### config.mk
export PLATFORM = sky130hd
export DESIGN_NAME = vec_issue_sequencer_flat
export DESIGN_NICKNAME = d
export VERILOG_FILES = /design/src/rtl/vec_issue_sequencer_if.sv /design/src/rtl/vec_issue_sequencer.sv /design/src/flat_wrapper.sv
export SDC_FILE = /design/constraint.sdc
export NUM_CORES = 1
export LEC_CHECK = 0
export CORE_ASPECT_RATIO = 1.1
export CORE_MARGIN = 3
export CORE_UTILIZATION = 41
export DETAILED_ROUTE_END_ITERATION = 12
export PLACE_DENSITY = 0.72
export SYNTH_ARGS = -nofsm -noshare
export SYNTH_HDL_FRONTEND = slang
export SYNTH_SLANG_ARGS = --single-unit
### constraint.sdc
create_clock -name clk -period 1.9 [get_ports clk]
set_input_delay 0.57 -clock clk [delete_from_list [all_inputs] [get_ports clk]]
set_output_delay 0.57 -clock clk [all_outputs]
set_load 0.02 [all_outputs]
### src/rtl/vec_issue_sequencer_if.sv
// vec_issue_sequencer_if: issue, datapath-control and memory handshake bundle for vec_issue_sequencer
interface vec_issue_sequencer_if #(
    parameter int LANES   = 4,
    parameter int VREG_AW = 5
);
    logic               issue_valid;
    logic               issue_ready;
    logic [1:0]         issue_op;
    logic [VREG_AW-1:0] issue_vd;
    logic [2:0]         issue_nregs;
    logic               issue_masked;
    logic [LANES-1:0]   lane_mask;
    logic [LANES-1:0]   VWEn;
    logic               VWBSel;
    logic [VREG_AW-1:0] vreg_idx;
    logic               mem_req;
    logic               mem_we;
    logic               mem_ack;
    logic               busy;
    logic               done;
    logic               err;

    modport master (
        output issue_valid, issue_op, issue_vd, issue_nregs, issue_masked, lane_mask, mem_ack,
        input  issue_ready, VWEn, VWBSel, vreg_idx, mem_req, mem_we, busy, done, err
    );

    modport slave (
        input  issue_valid, issue_op, issue_vd, issue_nregs, issue_masked, lane_mask, mem_ack,
        output issue_ready, VWEn, VWBSel, vreg_idx, mem_req, mem_we, busy, done, err
    );
endinterface

### src/rtl/vec_issue_sequencer.sv
// vec_issue_sequencer: per-beat vector register group sequencer; VSEQ_TIMEOUT_EN enables the memory watchdog
module vec_issue_sequencer #(
    parameter int LANES     = 4,
    parameter int VREG_AW   = 5,
    parameter int MAX_GROUP = 4,
    parameter int TIMEOUT   = 64
) (
    input logic                 clk,
    input logic                 rst,
    vec_issue_sequencer_if.slave bus
);
    typedef enum logic [2:0] {IDLE, EXEC, MREQ, MWB, DONE} state_t;

    localparam logic [1:0] OP_LOAD  = 2'd1;
    localparam logic [1:0] OP_STORE = 2'd2;
    localparam logic [2:0] MAXG     = 3'(MAX_GROUP);

    state_t             state, next;
    logic [1:0]         op_q;
    logic [VREG_AW-1:0] vd_q;
    logic [2:0]         nregs_q;
    logic [LANES-1:0]   em_q;
    logic [2:0]         beat;
    logic               last;
    logic               tmo;
    logic               take;
    logic [2:0]         n_eff;

    assign take  = bus.issue_valid && state == IDLE;
    assign last  = beat == nregs_q - 3'd1;
    assign n_eff = bus.issue_nregs == 3'd0 ? 3'd1 : bus.issue_nregs > MAXG ? MAXG : bus.issue_nregs;

`ifdef VSEQ_TIMEOUT_EN
    localparam int TW = $clog2(TIMEOUT + 1);
    logic [TW-1:0] tcnt;

    // Watchdog: counts consecutive ack-less MREQ cycles, restarting on every ack and on MREQ entry
    always_ff @(posedge clk) begin
        if (rst || state != MREQ || bus.mem_ack) tcnt <= '0;
        else tcnt <= tcnt + 1'b1;
    end

    assign tmo = state == MREQ && !bus.mem_ack && tcnt == TW'(TIMEOUT - 1);
`else
    logic unused_timeout;
    assign unused_timeout = TIMEOUT != 0;
    assign tmo = 1'b0;
`endif

    // State register, descriptor latch and beat counter
    always_ff @(posedge clk) begin
        if (rst) begin
            state   <= IDLE;
            op_q    <= '0;
            vd_q    <= '0;
            nregs_q <= '0;
            em_q    <= '0;
            beat    <= '0;
        end else begin
            state <= next;
            if (take) begin
                op_q    <= bus.issue_op;
                vd_q    <= bus.issue_vd;
                nregs_q <= n_eff;
                em_q    <= bus.issue_masked ? bus.lane_mask : '1;
                beat    <= '0;
            end else if (state == EXEC || state == MWB || (state == MREQ && bus.mem_ack && op_q == OP_STORE)) begin
                beat <= beat + 3'd1;
            end
        end
    end

    // Next-state: loads take an MWB beat after each ack, stores advance straight to the next MREQ
    always_comb begin
        next = state;
        case (state)
            IDLE:    next = !take ? IDLE : (bus.issue_op == OP_LOAD || bus.issue_op == OP_STORE) ? MREQ : EXEC;
            EXEC:    next = last ? DONE : EXEC;
            MREQ:    next = bus.mem_ack ? (op_q == OP_LOAD ? MWB : last ? DONE : MREQ) : tmo ? DONE : MREQ;
            MWB:     next = last ? DONE : MREQ;
            DONE:    next = IDLE;
            default: next = IDLE;
        endcase
    end

    // Datapath and memory controls decoded from the current state
    always_comb begin
        bus.issue_ready = state == IDLE;
        bus.busy        = state != IDLE;
        bus.VWEn        = (state == EXEC || state == MWB) ? em_q : '0;
        bus.VWBSel      = state == MWB;
        bus.vreg_idx    = (state == EXEC || state == MREQ || state == MWB) ? vd_q + VREG_AW'(beat) : '0;
        bus.mem_req     = state == MREQ;
        bus.mem_we      = state == MREQ && op_q == OP_STORE;
        bus.done        = state == DONE;
        bus.err         = tmo;
    end
endmodule
### src/flat_wrapper.sv
// flat-port wrapper written by rule: the top's interface ports become plain ports
module vec_issue_sequencer_flat 
#(
    parameter int LANES     = 4,
    parameter int VREG_AW   = 5,
    parameter int MAX_GROUP = 4,
    parameter int TIMEOUT   = 64
)
  (clk, rst, bus_issue_valid, bus_issue_op, bus_issue_vd, bus_issue_nregs, bus_issue_masked, bus_lane_mask, bus_mem_ack, bus_issue_ready, bus_VWEn, bus_VWBSel, bus_vreg_idx, bus_mem_req, bus_mem_we, bus_busy, bus_done, bus_err);
  vec_issue_sequencer_if #(.LANES(LANES), .VREG_AW(VREG_AW)) bus_i ();
  input logic clk;
  input logic rst;
  input wire logic [$bits(bus_i.issue_valid)-1:0] bus_issue_valid;
  input wire logic [$bits(bus_i.issue_op)-1:0] bus_issue_op;
  input wire logic [$bits(bus_i.issue_vd)-1:0] bus_issue_vd;
  input wire logic [$bits(bus_i.issue_nregs)-1:0] bus_issue_nregs;
  input wire logic [$bits(bus_i.issue_masked)-1:0] bus_issue_masked;
  input wire logic [$bits(bus_i.lane_mask)-1:0] bus_lane_mask;
  input wire logic [$bits(bus_i.mem_ack)-1:0] bus_mem_ack;
  output wire logic [$bits(bus_i.issue_ready)-1:0] bus_issue_ready;
  output wire logic [$bits(bus_i.VWEn)-1:0] bus_VWEn;
  output wire logic [$bits(bus_i.VWBSel)-1:0] bus_VWBSel;
  output wire logic [$bits(bus_i.vreg_idx)-1:0] bus_vreg_idx;
  output wire logic [$bits(bus_i.mem_req)-1:0] bus_mem_req;
  output wire logic [$bits(bus_i.mem_we)-1:0] bus_mem_we;
  output wire logic [$bits(bus_i.busy)-1:0] bus_busy;
  output wire logic [$bits(bus_i.done)-1:0] bus_done;
  output wire logic [$bits(bus_i.err)-1:0] bus_err;
  assign bus_i.issue_valid = bus_issue_valid;
  assign bus_i.issue_op = bus_issue_op;
  assign bus_i.issue_vd = bus_issue_vd;
  assign bus_i.issue_nregs = bus_issue_nregs;
  assign bus_i.issue_masked = bus_issue_masked;
  assign bus_i.lane_mask = bus_lane_mask;
  assign bus_i.mem_ack = bus_mem_ack;
  assign bus_issue_ready = bus_i.issue_ready;
  assign bus_VWEn = bus_i.VWEn;
  assign bus_VWBSel = bus_i.VWBSel;
  assign bus_vreg_idx = bus_i.vreg_idx;
  assign bus_mem_req = bus_i.mem_req;
  assign bus_mem_we = bus_i.mem_we;
  assign bus_busy = bus_i.busy;
  assign bus_done = bus_i.done;
  assign bus_err = bus_i.err;
  vec_issue_sequencer #(.LANES(LANES), .VREG_AW(VREG_AW), .MAX_GROUP(MAX_GROUP), .TIMEOUT(TIMEOUT)) u_core (.clk(clk), .rst(rst), .bus(bus_i));
endmodule
==> summary.txt <==
PwrDens -> 592 nW/um^2
Adder-cell area share of the yosys netlist -> 7.40%
Setup crit end kind -> output port
Commonest cells after routing, fill and taps aside -> buf_4 (19), nand2_1 (18), clkdlybuf4s50_1 (18)
First-pass GRT wire length -> 4490 um
Yosys reg bits -> 20
Top_reg_cell synth -> dfxtp_1
Via count of the first global-routing pass -> 1049
I/O Pins -> 35
Worst r2r path cells -> 5
Vias per inst -> 5.08
Status -> finished, violations left
Crit path launch type -> flop
Final wirelength -> 2790 um
CTS buffer count -> 3
Clock-pin slew on the worst setup and hold paths -> 0.10 ns
Post-Syn Nets -> 161
Initial DRC count -> 12
Layout cells sized above 1 -> 35.4%
Xor and xnor area share after synthesis -> 8.30%
Final WS setup -> -0.400 ns
Slowest cell on the critical path -> fa_2
Synth top area share -> 35.9%
Synthesized area -> 1120 sq um
Worst setup path class -> flop to output port
Hold_buf cts -> 0
Row count -> 19
Hold Path Cell Cnt -> 2
Die area -> 3380 sq um
Largest net degree at the start of global routing -> 20
Die W -> 55.7 um
Hold Path Class -> flop to flop
Switching pwr -> 0.306 mW
Slew Viols, Final -> 0
RSZ-0062 raised after global routing -> true
Main combinational cell family by area after synthesis -> simple AND/OR/NAND/NOR gates
Distinct cells, synth -> 33
Reg2reg end -> u_core.em_q[3]$_SDFFE_PP0N_
Failing checks -> setup timing
Clock share of power -> 19.3%
Final nets -> 208
Worst R2R Setup Slack -> 0.23 ns
VDD IR max -> 0.445 mV
Initial Utilization -> 43.9%
Peak Freq -> 0.435 GHz
Detailed-route wire length per cell -> 13.2 um
CTS tree -> done
Final Cycle Share -> 121%
Asr flop ratio synth -> 0%
Clock Sinks -> 20
Most common cell after layout, fill and taps aside -> buf_4
Mapped Cells -> 136
Post-synthesis mux area share -> 0.897%
Fill cells -> 215
Cells along the critical path -> ha_4 -> fa_2 -> a21oi_2 -> nor2b_1 -> xnor2_1 -> nor2_2 -> buf_6
Critical Path Start -> u_core.vd_q[0]$_SDFFE_PP0N_
Synth area leaders -> dfxtp_1 (36%), a21oi_1 (6.7%), nand2_1 (6.1%)
DP HPWL -> 2020 um
Sequential share of power -> 47.9%
Hold wc startpoint -> u_core.nregs_q[1]$_SDFFE_PP0N_
Synth Area in Simple Gates -> 31.2%
Internal power -> 0.698 mW
Worst slack, placed -> -0.630 ns
CP max FO -> 2
Hold endpoint -> u_core.nregs_q[1]$_SDFFE_PP0N_
Die height -> 60.7 um
Comb pwr share -> 32.8%
Max cap viols -> 0
Post-synth EDFFs -> 0
All-Layer GR Usage -> 16.8%
ANT nets after route -> 0
Switch share -> 30.5%
Dpl cell area -> 1590 sq um
Critical Path AT -> 1.73 ns
IO buf count -> 33
H-tree levels -> 1
Minimum clock period -> 2.30 ns
DRT Pass-1 Iters -> 4
CP peak stage delay -> 0.37 ns
Design Area, Final -> 1700 sq um
Core footprint -> 2540 sq um
Clock Tree Root -> clkbuf_4
Post-synthesis sequential area ratio -> 35.9%
Remaining global-route overflow -> 0
Initial antenna violation count -> 0
Complex-gate fraction of the synthesized area -> 10.5%
N_diodes -> 0
Max Buffers Root-to-Sink -> 2
Worst r2r src -> u_core.state[1]$_SDFF_PP0_
Drt drc -> 0
Largest area contributor in the netlist -> dfxtp_1
Post-CTS Setup Inserts -> 0
Setup Viol. Count Final -> 4
Syn avg cell area -> 8.21 sq um
Final hold slack -> 0.462 ns
Hold Vio Cnt, Final -> 0
Clk_lat worst skew -> 0.29 ns
Leakage power -> 0.696 nW
WP data required -> 1.33 ns
Area growth, synth to finish -> 52.0%
Routability congestion estimate -> 0.827
YS warnings -> 0
Vias -> 1076
Clock skew -> 0.000935 ns
[power by group through the flow]
stage / Combinational (mW) / Sequential, mW / Clock, mW
floorplan: 0.175 / 0.480 / 0
global placement: 0.307 / 0.482 / 0
detailed placement: 0.313 / 0.483 / 0
CTS: 0.312 / 0.477 / 0.204
global route: 0.359 / 0.486 / 0.215
finish: 0.329 / 0.481 / 0.194
[cell usage after synthesis, types with 2 or more instances]
| library cell | number |
|---|---|
| a211oi_1 | 2 |
| a21oi_1 | 15 |
| and2_1 | 9 |
| buf_4 | 3 |
| clkbuf_1 | 4 |
| dfxtp_1 | 20 |
| ha_1 | 5 |
| inv_1 | 4 |
| nand2_1 | 18 |
| nand3b_1 | 2 |
| nand4b_1 | 2 |
| nor2_1 | 11 |
| nor2b_1 | 2 |
| nor3_1 | 9 |
| nor3b_1 | 5 |
| or3_1 | 2 |
| xnor2_1 | 4 |
| xor2_1 | 4 |
[cell type report]
cell class,count,area [sq um],area share [%]
Timing Repair Buffer,50,457,26.9
Multi-Input combinational cell,103,743,43.8
Tap cell,31,38.8,2.29
Inverter,5,18.8,1.11
Clock buffer,3,22.5,1.33
Sequential cell,20,417,24.6
[registers in the layout, summed over array words and instances (netlist names)]
register        flops
u_core.vd_q         5
u_core.em_q         4
u_core.beat         3
u_core.nregs_q      3
u_core.state        3
u_core.op_q         2
[stage by stage]
step	TNS (ns)	total power, mW	util, %	cells
2_1_floorplan	-0.143	0.656	-	136
3_3_place_gp	-4.15	0.789	62.4	209
3_5_place_dp	-4.65	0.796	62.4	209
4_1_cts	-1.26	0.994	64.1	212
5_1_grt	-1.44	1.06	66.7	212
6_report	-1.23	1.00	66.7	212
[timing repair]
| item | CTS | global route |
|---|---|---|
| setup endpoints to repair | 15 | 14 |
| gates resized for setup | 82 | 25 |
| pin swaps | 9 | 7 |
| gates cloned | 0 | 0 |
[kinds of logic (layout without fill, tap and decap cells)]
group,count (synthesis),after routing
xor+xnor,9,9
flops,20,20
mux,1,1
fa+ha+maj,6,6
buf+inv,13,58
other cells,1,1
simple gates,66,66
compound gates,20,20
[how the worst max path moves through the flow]
| stage | slack, ns | cells after the start | end |
|---|---|---|---|
| finish | -0.40 | 7 | bus_vreg_idx[4] |
| global route | -0.46 | 7 | bus_vreg_idx[4] |
| CTS | -0.43 | 7 | bus_vreg_idx[4] |
| detailed placement | -0.63 | 7 | bus_vreg_idx[4] |
| global placement | -0.58 | 7 | bus_vreg_idx[4] |
| floorplan | -0.14 | 6 | bus_vreg_idx[4] |
[worst max-delay path, delay by kind of cell, from the launching register on]
family,cells,cell delay [ns]
adders and majority gates,2,0.53
DFF,1,0.35
xor gates and xnor gates,1,0.19
buffers and inverters,1,0.13
AOI/OAI and AO/OA,1,0.12
and+or+nand+nor,2,0.11
[layer usage]
layer	global-route usage, %	routed length (um)	up-vias
li1	-	-	548
met1	19.3	1180	512
met2	33.1	1530	14
met3	1.49	68	2
met4	5.21	21	0
met5	0	0	-
No activity file was read; power rests on OpenSTA's default activity.
